[src/rtl/hit_resolver_if.sv]
// Bus between the combat arbiter and both players / HUD.
// master = arbiter side, slave = player/gamestate side.
interface hit_resolver_if;
   logic [2:0] gamestate;
   logic [3:0] p1_state;
   logic [3:0] p2_state;
   logic [9:0] p1_basic_x1, p1_basic_x2, p1_basic_y1, p1_basic_y2;
   logic [9:0] p2_basic_x1, p2_basic_x2, p2_basic_y1, p2_basic_y2;
   logic [9:0] p1_dir_x1, p1_dir_x2, p1_dir_y1, p1_dir_y2;
   logic [9:0] p2_dir_x1, p2_dir_x2, p2_dir_y1, p2_dir_y2;
   logic [9:0] p1_hurt_x1, p1_hurt_x2, p1_hurt_y1, p1_hurt_y2;
   logic [9:0] p2_hurt_x1, p2_hurt_x2, p2_hurt_y1, p2_hurt_y2;
   logic [1:0] p1_hitFlag;
   logic [1:0] p2_hitFlag;
   logic [2:0] p1_health;
   logic [2:0] p2_health;
   logic [2:0] p1_block;
   logic [2:0] p2_block;
   logic [1:0] ko;

   modport master (
      input  gamestate, p1_state, p2_state,
      input  p1_basic_x1, p1_basic_x2, p1_basic_y1, p1_basic_y2,
      input  p2_basic_x1, p2_basic_x2, p2_basic_y1, p2_basic_y2,
      input  p1_dir_x1, p1_dir_x2, p1_dir_y1, p1_dir_y2,
      input  p2_dir_x1, p2_dir_x2, p2_dir_y1, p2_dir_y2,
      input  p1_hurt_x1, p1_hurt_x2, p1_hurt_y1, p1_hurt_y2,
      input  p2_hurt_x1, p2_hurt_x2, p2_hurt_y1, p2_hurt_y2,
      output p1_hitFlag, p2_hitFlag, p1_health, p2_health,
      output p1_block, p2_block, ko
   );

   modport slave (
      output gamestate, p1_state, p2_state,
      output p1_basic_x1, p1_basic_x2, p1_basic_y1, p1_basic_y2,
      output p2_basic_x1, p2_basic_x2, p2_basic_y1, p2_basic_y2,
      output p1_dir_x1, p1_dir_x2, p1_dir_y1, p1_dir_y2,
      output p2_dir_x1, p2_dir_x2, p2_dir_y1, p2_dir_y2,
      output p1_hurt_x1, p1_hurt_x2, p1_hurt_y1, p1_hurt_y2,
      output p2_hurt_x1, p2_hurt_x2, p2_hurt_y1, p2_hurt_y2,
      input  p1_hitFlag, p2_hitFlag, p1_health, p2_health,
      input  p1_block, p2_block, ko
   );
endinterface

[src/rtl/hit_resolver.sv]
// Combat arbiter: hitbox/hurtbox overlap, one-cycle hit pulses,
// damage/block resolution, block regeneration and sticky KO.
module hit_resolver #(
   parameter int unsigned HEALTH_INIT = 5,
   parameter int unsigned BLOCK_MAX   = 3,
   parameter int unsigned DMG_BASIC   = 1,
   parameter int unsigned DMG_DIR     = 2,
   parameter int unsigned BLOCK_REGEN = 120
) (
   input  logic           clk,
   input  logic           rst,
   hit_resolver_if.master bus
);
   localparam logic [2:0]  HP_INIT    = 3'(HEALTH_INIT);
   localparam logic [2:0]  BLK_MAX    = 3'(BLOCK_MAX);
   localparam logic [2:0]  DMG_B      = 3'(DMG_BASIC);
   localparam logic [2:0]  DMG_D      = 3'(DMG_DIR);
   localparam logic [15:0] REGEN_LAST = 16'(BLOCK_REGEN - 1);
   localparam logic [2:0]  GS_MENU    = 3'd0;
   localparam logic [2:0]  GS_FIGHT   = 3'd2;
   localparam logic [3:0]  ST_BACK    = 4'd2;
   localparam logic [3:0]  ST_B_END   = 4'd4;
   localparam logic [3:0]  ST_D_END   = 4'd7;
   localparam logic [3:0]  ST_HSTUN   = 4'd9;
   localparam logic [3:0]  ST_BSTUN   = 4'd10;
   localparam logic [1:0]  HIT_NONE   = 2'b00;
   localparam logic [1:0]  HIT_BASIC  = 2'b01;
   localparam logic [1:0]  HIT_DIR    = 2'b10;

   // index 0 = p1, index 1 = p2; flag_q[i] is the hit received by player i
   logic [2:0]  health_q [2];
   logic [2:0]  health_d [2];
   logic [2:0]  block_q  [2];
   logic [2:0]  block_d  [2];
   logic [1:0]  flag_q   [2];
   logic [1:0]  flag_d   [2];
   logic [15:0] regen_q  [2];
   logic [15:0] regen_d  [2];
   logic [1:0]  used_q;
   logic [1:0]  used_d;
   logic [1:0]  ko_q;
   logic [1:0]  ko_d;

   logic [3:0]  st [2];
   logic [1:0]  det [2];
   logic [1:0]  ovl_basic;
   logic [1:0]  ovl_dir;
   logic [1:0]  blocked;

   function automatic logic overlap(
      input logic [9:0] ax1, ax2, ay1, ay2,
      input logic [9:0] bx1, bx2, by1, by2
   );
      return (ax1 <= bx2) && (bx1 <= ax2) &&
             (ay1 <= by2) && (by1 <= ay2);
   endfunction

   function automatic logic [2:0] sat_sub(
      input logic [2:0] h,
      input logic [2:0] dmg
   );
      return (h > dmg) ? h - dmg : 3'd0;
   endfunction

   always_comb begin
      st[0] = bus.p1_state;
      st[1] = bus.p2_state;
      ovl_basic[0] = overlap(
         bus.p1_basic_x1, bus.p1_basic_x2, bus.p1_basic_y1, bus.p1_basic_y2,
         bus.p2_hurt_x1, bus.p2_hurt_x2, bus.p2_hurt_y1, bus.p2_hurt_y2);
      ovl_basic[1] = overlap(
         bus.p2_basic_x1, bus.p2_basic_x2, bus.p2_basic_y1, bus.p2_basic_y2,
         bus.p1_hurt_x1, bus.p1_hurt_x2, bus.p1_hurt_y1, bus.p1_hurt_y2);
      ovl_dir[0] = overlap(
         bus.p1_dir_x1, bus.p1_dir_x2, bus.p1_dir_y1, bus.p1_dir_y2,
         bus.p2_hurt_x1, bus.p2_hurt_x2, bus.p2_hurt_y1, bus.p2_hurt_y2);
      ovl_dir[1] = overlap(
         bus.p2_dir_x1, bus.p2_dir_x2, bus.p2_dir_y1, bus.p2_dir_y2,
         bus.p1_hurt_x1, bus.p1_hurt_x2, bus.p1_hurt_y1, bus.p1_hurt_y2);
   end

   always_comb begin
      health_d = health_q;
      block_d  = block_q;
      flag_d   = flag_q;
      regen_d  = regen_q;
      used_d   = used_q;
      ko_d     = ko_q;
      blocked  = 2'b00;
      det[0]   = HIT_NONE;
      det[1]   = HIT_NONE;
      if (bus.gamestate == GS_MENU) begin
         health_d = '{HP_INIT, HP_INIT};
         block_d  = '{BLK_MAX, BLK_MAX};
         flag_d   = '{HIT_NONE, HIT_NONE};
         regen_d  = '{16'd0, 16'd0};
         used_d   = 2'b00;
         ko_d     = 2'b00;
      end else if (bus.gamestate != GS_FIGHT) begin
         flag_d = '{HIT_NONE, HIT_NONE};
      end else begin
         for (int i = 0; i < 2; i++) begin
            // a live pulse resolves on the edge that ends it
            if (flag_q[i] != HIT_NONE) begin
               flag_d[i] = HIT_NONE;
               if (st[i] == ST_BACK && block_q[i] != 3'd0) begin
                  block_d[i] = block_q[i] - 3'd1;
                  blocked[i] = 1'b1;
               end else begin
                  health_d[i] = sat_sub(health_q[i],
                     (flag_q[i] == HIT_BASIC) ? DMG_B : DMG_D);
               end
            end
            if (ko_q == 2'b00) begin
               if (blocked[i] || st[i] == ST_BSTUN) begin
                  regen_d[i] = 16'd0;
               end else if (block_q[i] < BLK_MAX) begin
                  if (regen_q[i] == REGEN_LAST) begin
                     regen_d[i] = 16'd0;
                     block_d[i] = block_q[i] + 3'd1;
                  end else begin
                     regen_d[i] = regen_q[i] + 16'd1;
                  end
               end
            end
         end
         for (int a = 0; a < 2; a++) begin
            if (st[a] == ST_B_END && ovl_basic[a]) begin
               det[a] = HIT_BASIC;
            end else if (st[a] == ST_D_END && ovl_dir[a]) begin
               det[a] = HIT_DIR;
            end
            if (st[a] != ST_B_END && st[a] != ST_D_END) begin
               used_d[a] = 1'b0;
            end else if (det[a] != HIT_NONE && !used_q[a] &&
                         ko_q == 2'b00 &&
                         flag_q[1-a] == HIT_NONE &&
                         st[1-a] != ST_HSTUN &&
                         st[1-a] != ST_BSTUN) begin
               flag_d[1-a] = det[a];
               used_d[a]   = 1'b1;
            end
         end
         ko_d = ko_q | {health_d[1] == 3'd0, health_d[0] == 3'd0};
      end
   end

   always_ff @(posedge clk) begin
      if (rst) begin
         health_q <= '{HP_INIT, HP_INIT};
         block_q  <= '{BLK_MAX, BLK_MAX};
         flag_q   <= '{HIT_NONE, HIT_NONE};
         regen_q  <= '{16'd0, 16'd0};
         used_q   <= 2'b00;
         ko_q     <= 2'b00;
      end else begin
         health_q <= health_d;
         block_q  <= block_d;
         flag_q   <= flag_d;
         regen_q  <= regen_d;
         used_q   <= used_d;
         ko_q     <= ko_d;
      end
   end

   assign bus.p1_hitFlag = flag_q[0];
   assign bus.p2_hitFlag = flag_q[1];
   assign bus.p1_health  = health_q[0];
   assign bus.p2_health  = health_q[1];
   assign bus.p1_block   = block_q[0];
   assign bus.p2_block   = block_q[1];
   assign bus.ko         = ko_q;
endmodule

[src/flat_wrapper.sv]
// flat-port wrapper written by rule: the top's interface ports become plain ports
module hit_resolver_flat 
#(
   parameter int unsigned HEALTH_INIT = 5,
   parameter int unsigned BLOCK_MAX   = 3,
   parameter int unsigned DMG_BASIC   = 1,
   parameter int unsigned DMG_DIR     = 2,
   parameter int unsigned BLOCK_REGEN = 120
)
  (clk, rst, bus_gamestate, bus_p1_state, bus_p2_state, bus_p1_basic_x1, bus_p1_basic_x2, bus_p1_basic_y1, bus_p1_basic_y2, bus_p2_basic_x1, bus_p2_basic_x2, bus_p2_basic_y1, bus_p2_basic_y2, bus_p1_dir_x1, bus_p1_dir_x2, bus_p1_dir_y1, bus_p1_dir_y2, bus_p2_dir_x1, bus_p2_dir_x2, bus_p2_dir_y1, bus_p2_dir_y2, bus_p1_hurt_x1, bus_p1_hurt_x2, bus_p1_hurt_y1, bus_p1_hurt_y2, bus_p2_hurt_x1, bus_p2_hurt_x2, bus_p2_hurt_y1, bus_p2_hurt_y2, bus_p1_hitFlag, bus_p2_hitFlag, bus_p1_health, bus_p2_health, bus_p1_block, bus_p2_block, bus_ko);
  hit_resolver_if bus_i ();
  input  logic clk;
  input  logic rst;
  input wire logic [$bits(bus_i.gamestate)-1:0] bus_gamestate;
  input wire logic [$bits(bus_i.p1_state)-1:0] bus_p1_state;
  input wire logic [$bits(bus_i.p2_state)-1:0] bus_p2_state;
  input wire logic [$bits(bus_i.p1_basic_x1)-1:0] bus_p1_basic_x1;
  input wire logic [$bits(bus_i.p1_basic_x2)-1:0] bus_p1_basic_x2;
  input wire logic [$bits(bus_i.p1_basic_y1)-1:0] bus_p1_basic_y1;
  input wire logic [$bits(bus_i.p1_basic_y2)-1:0] bus_p1_basic_y2;
  input wire logic [$bits(bus_i.p2_basic_x1)-1:0] bus_p2_basic_x1;
  input wire logic [$bits(bus_i.p2_basic_x2)-1:0] bus_p2_basic_x2;
  input wire logic [$bits(bus_i.p2_basic_y1)-1:0] bus_p2_basic_y1;
  input wire logic [$bits(bus_i.p2_basic_y2)-1:0] bus_p2_basic_y2;
  input wire logic [$bits(bus_i.p1_dir_x1)-1:0] bus_p1_dir_x1;
  input wire logic [$bits(bus_i.p1_dir_x2)-1:0] bus_p1_dir_x2;
  input wire logic [$bits(bus_i.p1_dir_y1)-1:0] bus_p1_dir_y1;
  input wire logic [$bits(bus_i.p1_dir_y2)-1:0] bus_p1_dir_y2;
  input wire logic [$bits(bus_i.p2_dir_x1)-1:0] bus_p2_dir_x1;
  input wire logic [$bits(bus_i.p2_dir_x2)-1:0] bus_p2_dir_x2;
  input wire logic [$bits(bus_i.p2_dir_y1)-1:0] bus_p2_dir_y1;
  input wire logic [$bits(bus_i.p2_dir_y2)-1:0] bus_p2_dir_y2;
  input wire logic [$bits(bus_i.p1_hurt_x1)-1:0] bus_p1_hurt_x1;
  input wire logic [$bits(bus_i.p1_hurt_x2)-1:0] bus_p1_hurt_x2;
  input wire logic [$bits(bus_i.p1_hurt_y1)-1:0] bus_p1_hurt_y1;
  input wire logic [$bits(bus_i.p1_hurt_y2)-1:0] bus_p1_hurt_y2;
  input wire logic [$bits(bus_i.p2_hurt_x1)-1:0] bus_p2_hurt_x1;
  input wire logic [$bits(bus_i.p2_hurt_x2)-1:0] bus_p2_hurt_x2;
  input wire logic [$bits(bus_i.p2_hurt_y1)-1:0] bus_p2_hurt_y1;
  input wire logic [$bits(bus_i.p2_hurt_y2)-1:0] bus_p2_hurt_y2;
  output wire logic [$bits(bus_i.p1_hitFlag)-1:0] bus_p1_hitFlag;
  output wire logic [$bits(bus_i.p2_hitFlag)-1:0] bus_p2_hitFlag;
  output wire logic [$bits(bus_i.p1_health)-1:0] bus_p1_health;
  output wire logic [$bits(bus_i.p2_health)-1:0] bus_p2_health;
  output wire logic [$bits(bus_i.p1_block)-1:0] bus_p1_block;
  output wire logic [$bits(bus_i.p2_block)-1:0] bus_p2_block;
  output wire logic [$bits(bus_i.ko)-1:0] bus_ko;
  assign bus_i.gamestate = bus_gamestate;
  assign bus_i.p1_state = bus_p1_state;
  assign bus_i.p2_state = bus_p2_state;
  assign bus_i.p1_basic_x1 = bus_p1_basic_x1;
  assign bus_i.p1_basic_x2 = bus_p1_basic_x2;
  assign bus_i.p1_basic_y1 = bus_p1_basic_y1;
  assign bus_i.p1_basic_y2 = bus_p1_basic_y2;
  assign bus_i.p2_basic_x1 = bus_p2_basic_x1;
  assign bus_i.p2_basic_x2 = bus_p2_basic_x2;
  assign bus_i.p2_basic_y1 = bus_p2_basic_y1;
  assign bus_i.p2_basic_y2 = bus_p2_basic_y2;
  assign bus_i.p1_dir_x1 = bus_p1_dir_x1;
  assign bus_i.p1_dir_x2 = bus_p1_dir_x2;
  assign bus_i.p1_dir_y1 = bus_p1_dir_y1;
  assign bus_i.p1_dir_y2 = bus_p1_dir_y2;
  assign bus_i.p2_dir_x1 = bus_p2_dir_x1;
  assign bus_i.p2_dir_x2 = bus_p2_dir_x2;
  assign bus_i.p2_dir_y1 = bus_p2_dir_y1;
  assign bus_i.p2_dir_y2 = bus_p2_dir_y2;
  assign bus_i.p1_hurt_x1 = bus_p1_hurt_x1;
  assign bus_i.p1_hurt_x2 = bus_p1_hurt_x2;
  assign bus_i.p1_hurt_y1 = bus_p1_hurt_y1;
  assign bus_i.p1_hurt_y2 = bus_p1_hurt_y2;
  assign bus_i.p2_hurt_x1 = bus_p2_hurt_x1;
  assign bus_i.p2_hurt_x2 = bus_p2_hurt_x2;
  assign bus_i.p2_hurt_y1 = bus_p2_hurt_y1;
  assign bus_i.p2_hurt_y2 = bus_p2_hurt_y2;
  assign bus_p1_hitFlag = bus_i.p1_hitFlag;
  assign bus_p2_hitFlag = bus_i.p2_hitFlag;
  assign bus_p1_health = bus_i.p1_health;
  assign bus_p2_health = bus_i.p2_health;
  assign bus_p1_block = bus_i.p1_block;
  assign bus_p2_block = bus_i.p2_block;
  assign bus_ko = bus_i.ko;
  hit_resolver #(.HEALTH_INIT(HEALTH_INIT), .BLOCK_MAX(BLOCK_MAX), .DMG_BASIC(DMG_BASIC), .DMG_DIR(DMG_DIR), .BLOCK_REGEN(BLOCK_REGEN)) u_core (.clk(clk), .rst(rst), .bus(bus_i));
endmodule
[config.mk]
export PLATFORM = sky130hd
export DESIGN_NAME = hit_resolver_flat
export DESIGN_NICKNAME = d
export VERILOG_FILES = /design/src/rtl/hit_resolver_if.sv /design/src/rtl/hit_resolver.sv /design/src/flat_wrapper.sv
export SDC_FILE = /design/constraint.sdc
export NUM_CORES = 1
export LEC_CHECK = 0
export BUFFER_PORTS_ARGS = -buffer_cell sky130_fd_sc_hd__buf_2
export CELL_PAD_IN_SITES_DETAIL_PLACEMENT = 1
export CELL_PAD_IN_SITES_GLOBAL_PLACEMENT = 1
export CORE_MARGIN = 10
export CORE_UTILIZATION = 35
export DETAILED_ROUTE_END_ITERATION = 8
export PLACE_DENSITY = 0.88
export SYNTH_ARGS = -nofsm -noshare
export SYNTH_HDL_FRONTEND = slang
export SYNTH_SLANG_ARGS = --single-unit
[constraint.sdc]
create_clock -name clk -period 3.1 [get_ports clk]
set_input_delay 0.155 -clock clk [delete_from_list [all_inputs] [get_ports clk]]
set_output_delay 0.155 -clock clk [all_outputs]
set_load 0.02 [all_outputs]
; ---- Word-level counts from Yosys, hierarchy flattened
; Index checks and enable logic that the tools add are counted.
[totals]
word_cells = 174
inputBits = 253
reg_bits = 52
[classes]
n_eq_ne = 21
n_bitwise = 2
muxes = 56
magnitude_cmp = 20
n_reduce_logical = 56
addsub = 8
[ops]
columns = operator, count
row1 = $le A10 B10 Y1, 16
row2 = $mux W16, 6
row3 = $mux W3, 22
row4 = $add A16 B1 Y16 const B, 2
row5 = $eq A16 B7 Y1 const B, 2
row6 = $mux W2, 16
row7 = $logic_and A1 B1 Y1, 30
row8 = $eq A4 B3 Y1 const B, 4
row9 = $ne A4 B3 Y1 const B, 4
row10 = $ne A4 B4 Y1 const B, 4
row11 = $reduce_bool A2 Y1, 8
row12 = $mux W1, 12
row13 = $logic_not A3 Y1, 3
row14 = $eq A4 B2 Y1 const B, 2
row15 = $eq A4 B4 Y1 const B, 2
row16 = $add A3 B1 Y3 const B, 2
row17 = $gt A3 B3 Y1, 2
row18 = $logic_not A2 Y1, 3
row19 = $lt A3 B2 Y1 const B, 2
row20 = $reduce_and A3 Y1, 2
row21 = $reduce_bool A3 Y1, 2
row22 = $sub A3 B1 Y3 const B, 2
row23 = $sub A3 B3 Y3, 2
row24 = $eq A2 B1 Y1 const B, 2
row25 = other kinds (8), 11

; ---- Logic depth before layout (Yosys ltp)
[depth]
ltp_word = 17
depth_mapped = 10

; ---- Worst setup path before layout
; No wires, ideal clock.
[synth_timing]
path_type = flip-flop to flip-flop
from = reg u_core.block_q, in the netlist u_core.bus.p1_block[0]
to = reg u_core.regen_q[29] (netlist bit)
path_buffers = 1
t_required_ns = 2.983
path_slack_ns = 0.486
arrival_ns = 2.497
path_stages_with_launch = 11
cell_sequence = dfxtp_1 > inv_1 > ha_1 > ha_1 > or3_2 > nor3_2 > o31ai_1 > buf_2 > nor4_1 > xnor2_1 > nor2_1
[synth_between]
elab_chain_cells = 9
word_cells_on_any_way = 11
classes_between = order compare: 1 / mux: 5 / reduce/logical: 5
[synth_rtl]
columns = item, line
row1 = "start, declared", hit_resolver.sv:33  ; logic [2:0] block_q [2];
row2 = "start signal, assigned", hit_resolver.sv:151  ; block_q <= '{BLK_MAX, BLK_MAX};
row3 = "start signal, assigned", hit_resolver.sv:158  ; block_q <= block_d;
row4 = $reduce_bool A3 Y1, hit_resolver.sv:106  ; if (st[i] == ST_BACK && block_q[i] != 3'd0) begin
row5 = $logic_and A1 B1 Y1, hit_resolver.sv:106
row6 = $mux W1, hit_resolver.sv:106
row7 = $mux W1, hit_resolver.sv:104  ; if (flag_q[i] != HIT_NONE) begin
row8 = $mux W1, hit_resolver.sv:99  ; end else if (bus.gamestate != GS_FIGHT) begin
row9 = $mux W1, hit_resolver.sv:92  ; if (bus.gamestate == GS_MENU) begin
row10 = $logic_or A1 B1 Y1, hit_resolver.sv:115  ; if (blocked[i] || st[i] == ST_BSTUN) begin
row11 = $reduce_bool A2 Y1 (no line), -
row12 = $reduce_and A3 Y1 (no line), -
row13 = "end signal, assigned", hit_resolver.sv:153  ; regen_q <= '{16'd0, 16'd0};
row14 = "end signal, assigned", hit_resolver.sv:160  ; regen_q <= regen_d;
row15 = "end, declared", hit_resolver.sv:37  ; logic [15:0] regen_q [2];
; Several ways; a longest one is shown, not always the timed one. The select of a mux whose other input is x is not followed.
; A chain may end at the register's enable or synchronous reset.

; ---- Worst setup path after layout
[layout_timing]
from = reg u_core.regen_q[16] (netlist bit)
to = reg u_core.block_q, in the netlist u_core.bus.p1_block[1]
[layout_between]
elab_chain_cells = 5
[layout_rtl]
columns = item, line
row1 = $eq A16 B7 Y1, hit_resolver.sv:118  ; if (regen_q[i] == REGEN_LAST) begin
row2 = $mux W3, hit_resolver.sv:118
row3 = $mux W3, hit_resolver.sv:117  ; end else if (block_q[i] < BLK_MAX) begin
row4 = $mux W3, hit_resolver.sv:115
row5 = $mux W3, hit_resolver.sv:114  ; if (ko_q == 2'b00) begin
; No other way between the ends.

==> impl_metrics.env <==
export IMPL_dp_slack_ns=0.4027
export IMPL_place_inst=1404
export IMPL_finalSetupViolCount=0
export IMPL_core_um2=18890
export IMPL_postCtsSetupRepairBufs=0
export IMPL_tightest_slew_ns=0.6738
export IMPL_switching_power_uw=673.2
export IMPL_place_hpwl_mm=23.07
export IMPL_numCtsBuffers=5
export IMPL_clk_path_buf_depth=2
export IMPL_ant_nets=0
export IMPL_fin_skew_ns=0.006905
export IMPL_period_minus_slack_ns=2.751
export IMPL_hp_start="rst"
export IMPL_crit_family="simple AND/OR/NAND/NOR gates"
export IMPL_worstReg2RegStart="u_core.regen_q[16]"
export IMPL_critPathLaunchType="flip-flop"
export IMPL_p_int_uw=1330
export IMPL_die_y_um=159.4
export IMPL_grt_max_degree=19
export IMPL_max_stage_delay_ns=0.52
export IMPL_vias=7446
export IMPL_clock_fmax_mhz=363.6
export IMPL_post_route_period_util_pct=88.73
export IMPL_wirelength_mm=25.66
export IMPL_grt_antenna_before_repair=2
export IMPL_layout_drive_gt1_share_pct=25.69
export IMPL_postCtsHoldBufs=0
export IMPL_io_buffers=270
export IMPL_p_comb_share_pct=37.3
export IMPL_synth_edf_count=0
export IMPL_ys_ff_latch=52
export IMPL_cts_sinks=52
export IMPL_relSlewSlack_pct=54.49
export IMPL_clkPwrFrac_pct=28.9
export IMPL_grt_ovfl_total=0
export IMPL_die_w_um=159.4
export IMPL_root_buffer="clkbuf_16"
export IMPL_drcViolationCount=0
export IMPL_grt_pass1_vias=8361
export IMPL_power_density_nw_per_um2=232.5
export IMPL_cap_violations=0
export IMPL_grt_pass1_wl_mm=41.33
export IMPL_synth_fp_nets=1305
export IMPL_crit_slowest_cell="or4b_4"
export IMPL_finalHoldViolations=0
export IMPL_avgRoutedWirePerCell_um=18.15
export IMPL_areaGrowthSynthToFinish_pct=26.61
export IMPL_power_leakage_uw=0.004604
export IMPL_peakVddDrop_v=0.0002166
export IMPL_htree_levels=2
export IMPL_maxSlewViolCount=0
export IMPL_switching_share_pct=33.61
export IMPL_cts_tree="built"
export IMPL_netlist_instances=878
export IMPL_ys_flop_type="dfxtp_1"
export IMPL_crit_fanout=7
export IMPL_clkTransAtPathRegs_ns=0.07
export IMPL_critPathCaptureType="flip-flop"
export IMPL_insertion_delay_ns=0.30
export IMPL_cts_resized=0
export IMPL_num_rows=50
export IMPL_dieArea_um2=25410
export IMPL_first_pass_iters=4
export IMPL_crit_buf_inv=0
export IMPL_startpoint="u_core.regen_q[16]"
export IMPL_post_synth_cell_area_avg_um2=7.748
export IMPL_synthArstFlopShare_pct=0
export IMPL_fin_tns_setup_ns=0
export IMPL_fin_nets=1578
export IMPL_drt_vias_per_instance=5.266
export IMPL_fin_ws_ns=0.3494
export IMPL_fin_cells=1414
export IMPL_yosys_warnings=0
export IMPL_seq_power_share_pct=33.8
export IMPL_fillers=2521
export IMPL_grt_usage_pct=19.26
export IMPL_grt_setup_unrepaired="no"
export IMPL_drt_iter0_drc=252
export IMPL_io_pins=271
export IMPL_crit_required_ns=3.29
export IMPL_yosysSeqAreaShare_pct=15.30
export IMPL_crit_type="flip-flop to flip-flop"
export IMPL_status="finished, final reports clean"
export IMPL_cp_data_arrival_time_ns=2.94
export IMPL_initial_utilization_pct=36.01
export IMPL_synth_area_um2=6803
export IMPL_cp_cell_sequence="ha_1 > or4b_1 > nor4_2 > or4b_4 > mux2i_1 > o21ai_1 > a221o_1"
export IMPL_min_path_type="input port to flip-flop"
export IMPL_synth_distinct_cells=65
export IMPL_gp_congestion=0.8491
-- registers in the layout (all words and copies together), names as in the netlist --
register and count:
u_core.bus.p1_hitFlag 2, u_core.used_q 2, u_core.regen_q 32, u_core.bus.p1_block 3
u_core.bus.p2_health 3, u_core.bus.p1_health 3, u_core.bus.p2_hitFlag 2, u_core.bus.p2_block 3
u_core.bus.ko 2
-- path summary, 6_finish.rpt --
kind	slack, ns	cells after the start	to
hold / removal	0.28	2	u_core.bus.p1_hitFlag[0]
hold reg to reg	0.52	2	u_core.regen_q[14]
setup / recovery	0.35	7	u_core.bus.p1_block[1]
setup reg to reg	0.35	7	u_core.bus.p1_block[1]
-- cell usage after synthesis (6+ instances only) --
cell,instances,area share (%)
or3_1,11,1.0
dfxtp_1,52,15
a21oi_1,65,4.8
a21o_1,22,2.4
nor3_1,23,1.7
inv_1,160,8.8
a211oi_1,17,1.9
a2bb2oi_1,6,0.77
nand4_1,39,3.6
a31oi_1,6,0.55
xor2_1,9,1.2
o21ai_0,31,2.3
nand2b_1,9,0.83
and3_1,7,0.64
xnor2_1,17,2.2
nor4_1,8,0.74
nand3_1,32,2.4
ha_1,172,32
nand2_1,32,1.8
nor2b_1,12,1.1
o41ai_1,7,0.90
nor2_1,59,3.3
-- logic make-up after synthesis --
kind of cell / Yosys count / synth area share [%]
fa+ha+maj: 174 / 32.22
buf+inv: 168 / 9.619
flops: 52 / 15.30
compound gates: 193 / 18.21
xor+xnor: 26 / 3.347
mux: 4 / 0.5886
simple gates: 261 / 20.71
-- final cells by class --
cell class                 instances  area [um^2]  share of cell area [%]
antenna                            2        5.005                 0.05811
inverter                         160        600.6                   6.973
clock inverter                     3        27.53                  0.3196
tap                              260        325.3                   3.777
timing repair buffer             274         1381                   16.04
sequential                        52         1041                   12.09
clock buffer                       5        125.1                   1.453
multi-input combinational        658         5107                   59.30
-- metal layers --
layer,part of all wire [%],GRT usage [%],vias up
met5,0,0,-
li1,-,-,3690
met4,2.3,4.886,0
met1,40,20.94,3549
met2,53,37.38,166
met3,3.8,3.176,41
-- power groups by stage --
stage	Combinational, uW	Clock (uW)	Sequential (uW)
6_report	747	579	676
5_1_grt	859	616	677
4_1_cts	752	587	676
3_5_place_dp	745	0	692
3_3_place_gp	700	0	692
2_1_floorplan	412	0	695
-- metrics by stage --
step / hold WS [ns] / area, um^2 / utilization, % / power (uW)
2_1_floorplan: 0.3294 / 6803 / - / 1107
3_3_place_gp: 0.4774 / 8456 / 44.76 / 1392
3_5_place_dp: 0.4988 / 8456 / 44.76 / 1437
4_1_cts: 0.2630 / 8608 / 45.56 / 2016
5_1_grt: 0.2861 / 8611 / 45.58 / 2152
6_report: 0.2787 / 8613 / 45.59 / 2003
-- cell usage in the layout, fill, tap and decap left out, types with 11 or more instances in the layout --
master / n
a211oi_1: 17
ha_1: 172
inv_1: 160
nor2_1: 59
nand3_1: 32
buf_2: 270
or3_1: 11
nand2_1: 32
a21oi_1: 65
nor3_1: 23
nor2b_1: 12
nand4_1: 39
dfxtp_1: 52
a21o_1: 22
xnor2_1: 17
o21ai_0: 31
No activity file was read; power rests on OpenSTA's default activity.
